--- config.mk ---
export PLATFORM = sky130hd
export DESIGN_NAME = alu_muldiv_unit
export DESIGN_NICKNAME = d
export VERILOG_FILES = /design/src/rtl/alu_muldiv_unit.sv
export SDC_FILE = /design/constraint.sdc
export NUM_CORES = 1
export LEC_CHECK = 0
export CORE_MARGIN = 4
export CORE_UTILIZATION = 45
export CTS_BUF_LIST = sky130_fd_sc_hd__clkbuf_2
export DETAILED_ROUTE_END_ITERATION = 8
export PLACE_DENSITY_LB_ADDON = 0.25
export SETUP_SLACK_MARGIN = 0.15
export SYNTH_ARGS = -nofsm -noshare
export SYNTH_HDL_FRONTEND = slang
export SYNTH_SLANG_ARGS = --single-unit
--- constraint.sdc ---
create_clock -name clk -period 13.9 [get_ports clk]
set_clock_uncertainty 0.05 [all_clocks]
set_input_delay 2.085 -clock clk [delete_from_list [all_inputs] [get_ports clk]]
set_output_delay 2.085 -clock clk [all_outputs]
set_load 0.01 [all_outputs]
--- src/rtl/alu_muldiv_unit.sv ---
// alu_muldiv_unit: iterative RV32M/RV64M multiply/divide execute unit.
// Optional macro FAST_MUL_EN: single-cycle combinational multiply path.
module alu_muldiv_unit #(
    parameter int XLEN  = 32,
    parameter int CNT_W = $clog2(XLEN) + 1
) (
    input  logic            clk,
    input  logic            reset,
    input  logic            in_valid,
    input  logic [1:0]      ALUOp,
    input  logic [6:0]      Funct7,
    input  logic [2:0]      Funct3,
    input  logic [XLEN-1:0] SrcA,
    input  logic [XLEN-1:0] SrcB,
    input  logic            flush,
    output logic            is_m,
    output logic            in_ready,
    output logic            busy,
    output logic            out_valid,
    output logic [XLEN-1:0] Result
);

    typedef enum logic [1:0] {
        S_IDLE,
        S_CALC,
        S_DONE
    } state_t;

    localparam logic [XLEN-1:0] MIN_NEG = {1'b1, {(XLEN-1){1'b0}}};

    state_t            state_q, state_d;
    logic [2:0]        op_q, op_d;
    logic [XLEN-1:0]   opd_q, opd_d;
    logic [XLEN-1:0]   acc_q, acc_d;
    logic [XLEN-1:0]   lo_q, lo_d;
    logic [CNT_W-1:0]  cnt_q, cnt_d;
    logic              negq_q, negq_d;
    logic              negr_q, negr_d;
    logic [XLEN-1:0]   res_q, res_d;
    logic              ov_q, ov_d;

    logic              accept;
    logic              sgn_a, sgn_b;
    logic              neg_a, neg_b;
    logic [XLEN-1:0]   mag_a, mag_b;
    logic              div_zero, div_ovf;
    logic [XLEN:0]     mul_sum;
    logic [XLEN:0]     div_sh, div_df;
    logic [2*XLEN-1:0] prod_s;
    logic [XLEN-1:0]   quo_s, rem_s, fin;

    assign is_m      = (ALUOp == 2'b10) && (Funct7 == 7'b0000001);
    assign in_ready  = (state_q == S_IDLE);
    assign accept    = in_valid && is_m && in_ready && !flush;
    assign busy      = !in_ready || accept;
    assign out_valid = ov_q;
    assign Result    = res_q;

    // Operand sign handling, special cases, one iteration step, final fix-up
    always_comb begin
        sgn_a    = (Funct3 == 3'b001) || (Funct3 == 3'b010) ||
                   (Funct3 == 3'b100) || (Funct3 == 3'b110);
        sgn_b    = (Funct3 == 3'b001) || (Funct3 == 3'b100) ||
                   (Funct3 == 3'b110);
        neg_a    = sgn_a && SrcA[XLEN-1];
        neg_b    = sgn_b && SrcB[XLEN-1];
        mag_a    = neg_a ? (~SrcA + 1'b1) : SrcA;
        mag_b    = neg_b ? (~SrcB + 1'b1) : SrcB;
        div_zero = Funct3[2] && (SrcB == '0);
        div_ovf  = Funct3[2] && !Funct3[0] &&
                   (SrcA == MIN_NEG) && (SrcB == '1);

        mul_sum  = {1'b0, acc_q} + (lo_q[0] ? {1'b0, opd_q} : '0);
        div_sh   = {acc_q, lo_q[XLEN-1]};
        div_df   = div_sh - {1'b0, opd_q};

        prod_s   = negq_q ? (~{acc_q, lo_q} + 1'b1) : {acc_q, lo_q};
        quo_s    = negq_q ? (~lo_q + 1'b1) : lo_q;
        rem_s    = negr_q ? (~acc_q + 1'b1) : acc_q;

        if (op_q[2])
            fin = op_q[1] ? rem_s : quo_s;
        else if (op_q[1:0] == 2'b00)
            fin = prod_s[XLEN-1:0];
        else
            fin = prod_s[2*XLEN-1:XLEN];
    end

    // Next-state and datapath register updates
    always_comb begin
        state_d = state_q;
        op_d    = op_q;
        opd_d   = opd_q;
        acc_d   = acc_q;
        lo_d    = lo_q;
        cnt_d   = cnt_q;
        negq_d  = negq_q;
        negr_d  = negr_q;
        res_d   = res_q;
        ov_d    = 1'b0;
        unique case (state_q)
            S_IDLE: begin
                if (accept) begin
                    op_d   = Funct3;
                    negq_d = neg_a ^ neg_b;
                    negr_d = neg_a;
                    cnt_d  = CNT_W'(XLEN);
                    if (Funct3[2]) begin
                        if (div_zero) begin
                            lo_d    = '1;
                            acc_d   = SrcA;
                            negq_d  = 1'b0;
                            negr_d  = 1'b0;
                            state_d = S_DONE;
                        end else if (div_ovf) begin
                            lo_d    = SrcA;
                            acc_d   = '0;
                            negq_d  = 1'b0;
                            negr_d  = 1'b0;
                            state_d = S_DONE;
                        end else begin
                            acc_d   = '0;
                            lo_d    = mag_a;
                            opd_d   = mag_b;
                            state_d = S_CALC;
                        end
                    end else begin
`ifdef FAST_MUL_EN
                        {acc_d, lo_d} = {{XLEN{1'b0}}, mag_a} *
                                        {{XLEN{1'b0}}, mag_b};
                        state_d = S_DONE;
`else
                        acc_d   = '0;
                        lo_d    = mag_b;
                        opd_d   = mag_a;
                        state_d = S_CALC;
`endif
                    end
                end
            end
            S_CALC: begin
                if (flush) begin
                    state_d = S_IDLE;
                end else begin
                    cnt_d = cnt_q - CNT_W'(1);
                    if (op_q[2]) begin
                        if (!div_df[XLEN]) begin
                            acc_d = div_df[XLEN-1:0];
                            lo_d  = {lo_q[XLEN-2:0], 1'b1};
                        end else begin
                            acc_d = div_sh[XLEN-1:0];
                            lo_d  = {lo_q[XLEN-2:0], 1'b0};
                        end
                    end else begin
                        {acc_d, lo_d} = {mul_sum, lo_q[XLEN-1:1]};
                    end
                    if (cnt_q == CNT_W'(1))
                        state_d = S_DONE;
                end
            end
            S_DONE: begin
                state_d = S_IDLE;
                if (!flush) begin
                    ov_d  = 1'b1;
                    res_d = fin;
                end
            end
            default: state_d = S_IDLE;
        endcase
    end

    // State and datapath registers, cleared by asynchronous reset
    always_ff @(posedge clk or posedge reset) begin
        if (reset) begin
            state_q <= S_IDLE;
            op_q    <= '0;
            opd_q   <= '0;
            acc_q   <= '0;
            lo_q    <= '0;
            cnt_q   <= '0;
            negq_q  <= 1'b0;
            negr_q  <= 1'b0;
            res_q   <= '0;
            ov_q    <= 1'b0;
        end else begin
            state_q <= state_d;
            op_q    <= op_d;
            opd_q   <= opd_d;
            acc_q   <= acc_d;
            lo_q    <= lo_d;
            cnt_q   <= cnt_d;
            negq_q  <= negq_d;
            negr_q  <= negr_d;
            res_q   <= res_d;
            ov_q    <= ov_d;
        end
    end

endmodule

# After elaboration in Yosys (flattened, before gate mapping)
# Index checks and enable logic that the tools add are counted.
[totals]
register_bits = 142
out_inout_bits = 36
wordCells = 114
[classes]
reduce_logical = 28
n_eq_ne = 16
n_addsub = 8
mux = 45
n_bitwise = 7
[ops]
columns = ["operator", "n"]
rows = [
  ["32-bit 2-to-1 mux", 23],
  ["32-bit by 1-bit adder with 32-bit output, second input constant", 4],
  ["32-bit NOT", 4],
  ["32-bit one-hot mux with 2 select lines", 2],
  ["64-bit by 1-bit adder with 64-bit output, second input constant", 1],
  ["32-bit == test, second input constant", 2],
  ["64-bit 2-to-1 mux", 1],
  ["64-bit NOT", 1],
  ["32-bit by 32-bit adder with 33-bit output", 1],
  ["33-bit by 32-bit subtractor with 33-bit output", 1],
  ["32-bit logical NOT", 1],
  ["2-bit 2-to-1 mux", 6],
  ["6-bit 2-to-1 mux", 2],
  ["6-bit one-hot mux with 2 select lines", 1],
  ["1-bit logical AND", 10],
  ["1-bit 2-to-1 mux", 9],
  ["7-bit by 1-bit == test with 1-bit output, second input constant", 1],
  ["3-bit == test, second input constant", 2],
  ["6-bit by 1-bit == test with 1-bit output, second input constant", 1],
  ["1-bit logical OR", 6],
  ["2-bit != test, second input constant", 3],
  ["2-bit AND reduction", 3],
  ["6-bit by 1-bit subtractor with 6-bit output, second input constant", 1],
  ["2-bit == test, second input constant", 2],
  ["13 further kinds", 16],
]

# Depth between registers and ports, before layout
[logic_depth]
depth_word = 11
mapped_depth = 17
depth_no_buf = 13

# Worst setup path before layout
# Ideal clock, no wire load.
[synth_path]
kind = "input port to output port"
start = "input Funct7[2]"
end = "output busy"
required_time_ps = 11765
cell_stages = 4
arrival_time_ps = 3001
path_buffers = 0
setup_slack_ps = 8764
path_cell_list = "nor4_1 -> and4b_1 -> nand2_1 -> o21ai_0"
[synth_via]
elab_chain_cells = 6
[synth_rtl]
columns = ["element", "line", "text"]
rows = [
  ["from (decl)", "11", "input logic [6:0] Funct7,"],
  ["7-bit by 1-bit == test with 1-bit output", "52", "assign is_m = (ALUOp == 2'b10) && (Funct7 == 7'b0000001);"],
  ["1-bit logical AND", "52", ""],
  ["named net is_m", "16", "output logic is_m,"],
  ["1-bit logical AND (3 in a row)", "54", "assign accept = in_valid && is_m && in_ready && !flush;"],
  ["1-bit logical OR", "55", "assign busy = !in_ready || accept;"],
  ["to (decl)", "18", "output logic busy,"],
]
# The timed path passes the listed nets, and every way through them passes these cells.

# Final worst setup path
[layout_path]
start = "input Funct7[2]"
end = "output busy"
[layout_via]
elab_chain_cells = 6
[layout_rtl]
columns = ["element", "line"]
rows = [
  ["7-bit by 1-bit == test with 1-bit output", "52"],
  ["1-bit logical AND", "52"],
  ["1-bit logical AND (3 in a row)", "54"],
  ["1-bit logical OR", "55"],
]
# No other way between the ends.

==> summary.md <==
| Metric | Value |
|---|---|
| Hold Path Depth | `2` |
| Clock slew at reported path FFs | `0.21 ns` |
| TritonCTS Buffers | `17` |
| Number of synthesized flops with an enable pin | `0` |
| R2R depth | `14` |
| R2R Path End | `acc_q[30]` |
| CP Max Fanout | `5` |
| Area Overhead vs Synth | `11.1%` |
| Final Hold Viols | `0` |
| Worst Setup Start Kind | `input pin` |
| HP Start | `Result[30]` |
| Worst hold path endpoint | `Result[30]` |
| Initial antenna violation count | `3` |
| Die area | `35,900 µm²` |
| Ratio of cells with drive above 1 in the final layout | `5.96%` |
| CTS hold repair buffers | `0` |
| Critical Path Sink Type | `output port` |
| Drc violations | `0` |
| CTS root buf | `clkbuf_2` |
| Unrepaired setup endpoints after global routing | `false` |
| WS Path Type | `input pin to output port` |
| Sequential area share after synthesis | `23.9%` |
| Hold slack | `0.446 ns` |
| Slew margin rel. | `18.8%` |
| Area share of and/or/nand/nor cells after synthesis | `20.4%` |
| Final setup fails | `0` |
| Pwr Density | `63.4 nW/µm²` |
| Final slew viol count | `0` |
| Status | `finished, final reports clean` |
| Period utilisation layout | `43.3%` |
| Iteration-0 DRC Markers | `1,917` |
| Synth warnings | `0` |
| Die Ht | `190 µm` |
| Setup Buffers After CTS | `0` |
| DRT Pass-1 Iters | `9` |
| Max Cap Violations | `0` |
| H-tree levels | `4` |
| PortBufs | `115` |
| Class of the worst hold path | `flop to flop` |
| Mux share of post-synthesis cell area | `5.40%` |
| Leakage power | `0.00688 µW` |
| FF+latch count, synth | `142` |
| Max rail drop VDD | `0.0520 mV` |
| Largest net degree at the start of global routing | `90` |
| Via density | `6.36` |
| Mean routed wirelength per cell | `22.9 µm` |
| Synth Flop Type | `dfrtp_1` |
| Asr flop ratio synth | `100%` |
| Vias | `15.6k` |
| Routed wire length | `56,300 µm` |
| Clk_lat worst skew | `0.89 ns` |
| Hpwl dp | `42,700 µm` |
| Syn_nets | `2,128` |
| Post-CTS sizing | `0` |
| Die W | `190 µm` |
| Vias in the first global route | `14.3k` |
| Most common cell after layout, fill and taps aside | `nand2_1` |
| Final TNS setup | `0 ns` |
| Global-route wire length before repair | `85,400 µm` |
| Core area | `32,500 µm²` |
| Clk buf depth | `2` |
| Tmin final | `6.02 ns` |
| Std cell rows | `66` |
| Final net count | `2,154` |
| Flop2flop setup slack | `9.19 ns` |
| Most frequent cells in the layout | `219 x nand2_1, 187 x nor2_1, 185 x o21ai_0` |
| Synth Instances | `1,975` |
| Synth Area in Adders | `6.26%` |
| Initial core utilization | `45.6%` |
| Worst-Margin Slew | `1.21 ns` |
| Gr usage total | `30.5%` |
| Crit Reg-Reg Startpoint | `lo_q[0]` |
| TritonCTS clock tree | `yes` |
| RePlAce Congestion | `1.03` |
| XOR/XNOR Fraction of Synth Area | `12.0%` |
| Max Fclk | `166 MHz` |
| Gr ovfl total | `0` |
| Number of distinct library cells after synthesis | `78` |
| Clock sinks | `142` |
| Mean area per synthesized cell | `7.51 µm²` |
| Arrival time worst endpoint | `3.89 ns` |
| Compound-gate portion of the synthesized area | `26.4%` |
| Synth Cell Area | `14,800 µm²` |
| DRT antenna net count | `0` |
| Ports | `116` |
| Critical Path RT | `11.77 ns` |
| Largest family of logic cells by synthesized area | `compound AO/OA/AOI/OAI gates` |
-- critical path, cell delays in order --
cell             delay [ns]
clkdlybuf4s50_1        0.41
nor4_1                 0.25
and4b_1                0.23
nand2_1                0.15
o21ai_0                0.19
clkdlybuf4s50_1        0.57
-- power breakdown --
| part | total, µW | leakage, µW | switching (µW) | internal, µW |
|---|---|---|---|---|
| Clock | 260 | 0.000135 | 176 | 84.5 |
| Combinational | 337 | 0.00485 | 205 | 133 |
| Sequential | 448 | 0.00189 | 24.2 | 424 |
-- per-layer routing --
metal  vias to the layer above  track usage (%)  part of all wire [%]
met5                         -                0                     0
met4                         0             12.0                   4.6
met3                       125             6.37                    11
met2                       915             45.1                    42
met1                      7384             43.8                    43
li1                       7200                -                     -
-- synth_stat cells (all sizes together) (21+ instances only) --
cell type | number | area [µm²]
nand2 | 219 | 822
a21o | 32 | 240
clkbuf | 108 | 405
o211ai | 21 | 158
ha | 71 | 888
inv | 77 | 289
nand3 | 29 | 145
nor4 | 26 | 193
o31ai | 32 | 240
xnor2 | 125 | 1090
buf | 26 | 116
nor2 | 189 | 712
a211oi | 29 | 218
nor3 | 39 | 200
mux2i | 47 | 470
xor2 | 79 | 692
dfrtp | 142 | 3550
o21ai | 198 | 995
a21oi | 162 | 811
mux2 | 29 | 330
-- sequential cells by signal, summed over array words and instances, names as in the netlist, 2 cells and up --
signal and flops:
acc_q 32, cnt_q 6, lo_q 32, op_q 3, opd_q 32, state_q 2, Result 32
-- worst max-delay path by stage --
stage,start,to,slack (ns),cells past startpoint
2_1_floorplan,reset,Result[0],7.96,1
3_3_place_gp,SrcA[1],opd_q[19],7.70,10
3_5_place_dp,SrcA[1],opd_q[16],7.54,10
4_1_cts,Funct7[2],busy,7.84,6
5_1_grt,Funct7[2],busy,7.79,6
6_report,Funct7[2],busy,7.88,6
-- kinds of logic (layout without fill, tap and decap cells) --
family,Yosys count,after routing
muxes,76,76
and+or+nand+nor,639,639
xor gates and xnor gates,204,204
adders and majority gates,73,73
DFF,142,142
other,0,2
buffers and inverters,212,251
AOI/OAI and AO/OA,629,629
-- cell type report --
class | count | area, µm²
Inverter | 78 | 298
Multi-Input combinational cell | 1621 | 10500
Tap cell | 442 | 553
Antenna cell | 2 | 5.00
Timing Repair Buffer | 141 | 1340
Clock buffer | 19 | 95.1
Clock inverter | 13 | 139
Fill cell | 3246 | 16000
Sequential cell | 142 | 3560
-- stage by stage --
step / setup slack (ns) / std cells / util [%] / power, µW / cell area [µm²]
5_1_grt: 7.79 / 2458 / 50.7 / 1100 / 16500
6_report: 7.88 / 2458 / 50.7 / 1050 / 16500
3_5_place_dp: 7.54 / 2424 / 50.0 / 781 / 16300
4_1_cts: 7.84 / 2456 / 50.7 / 1040 / 16500
3_3_place_gp: 7.70 / 2424 / 50.0 / 779 / 16300
2_1_floorplan: 7.96 / 1975 / - / 661 / 14800
Power figures use the tool's default switching activity.
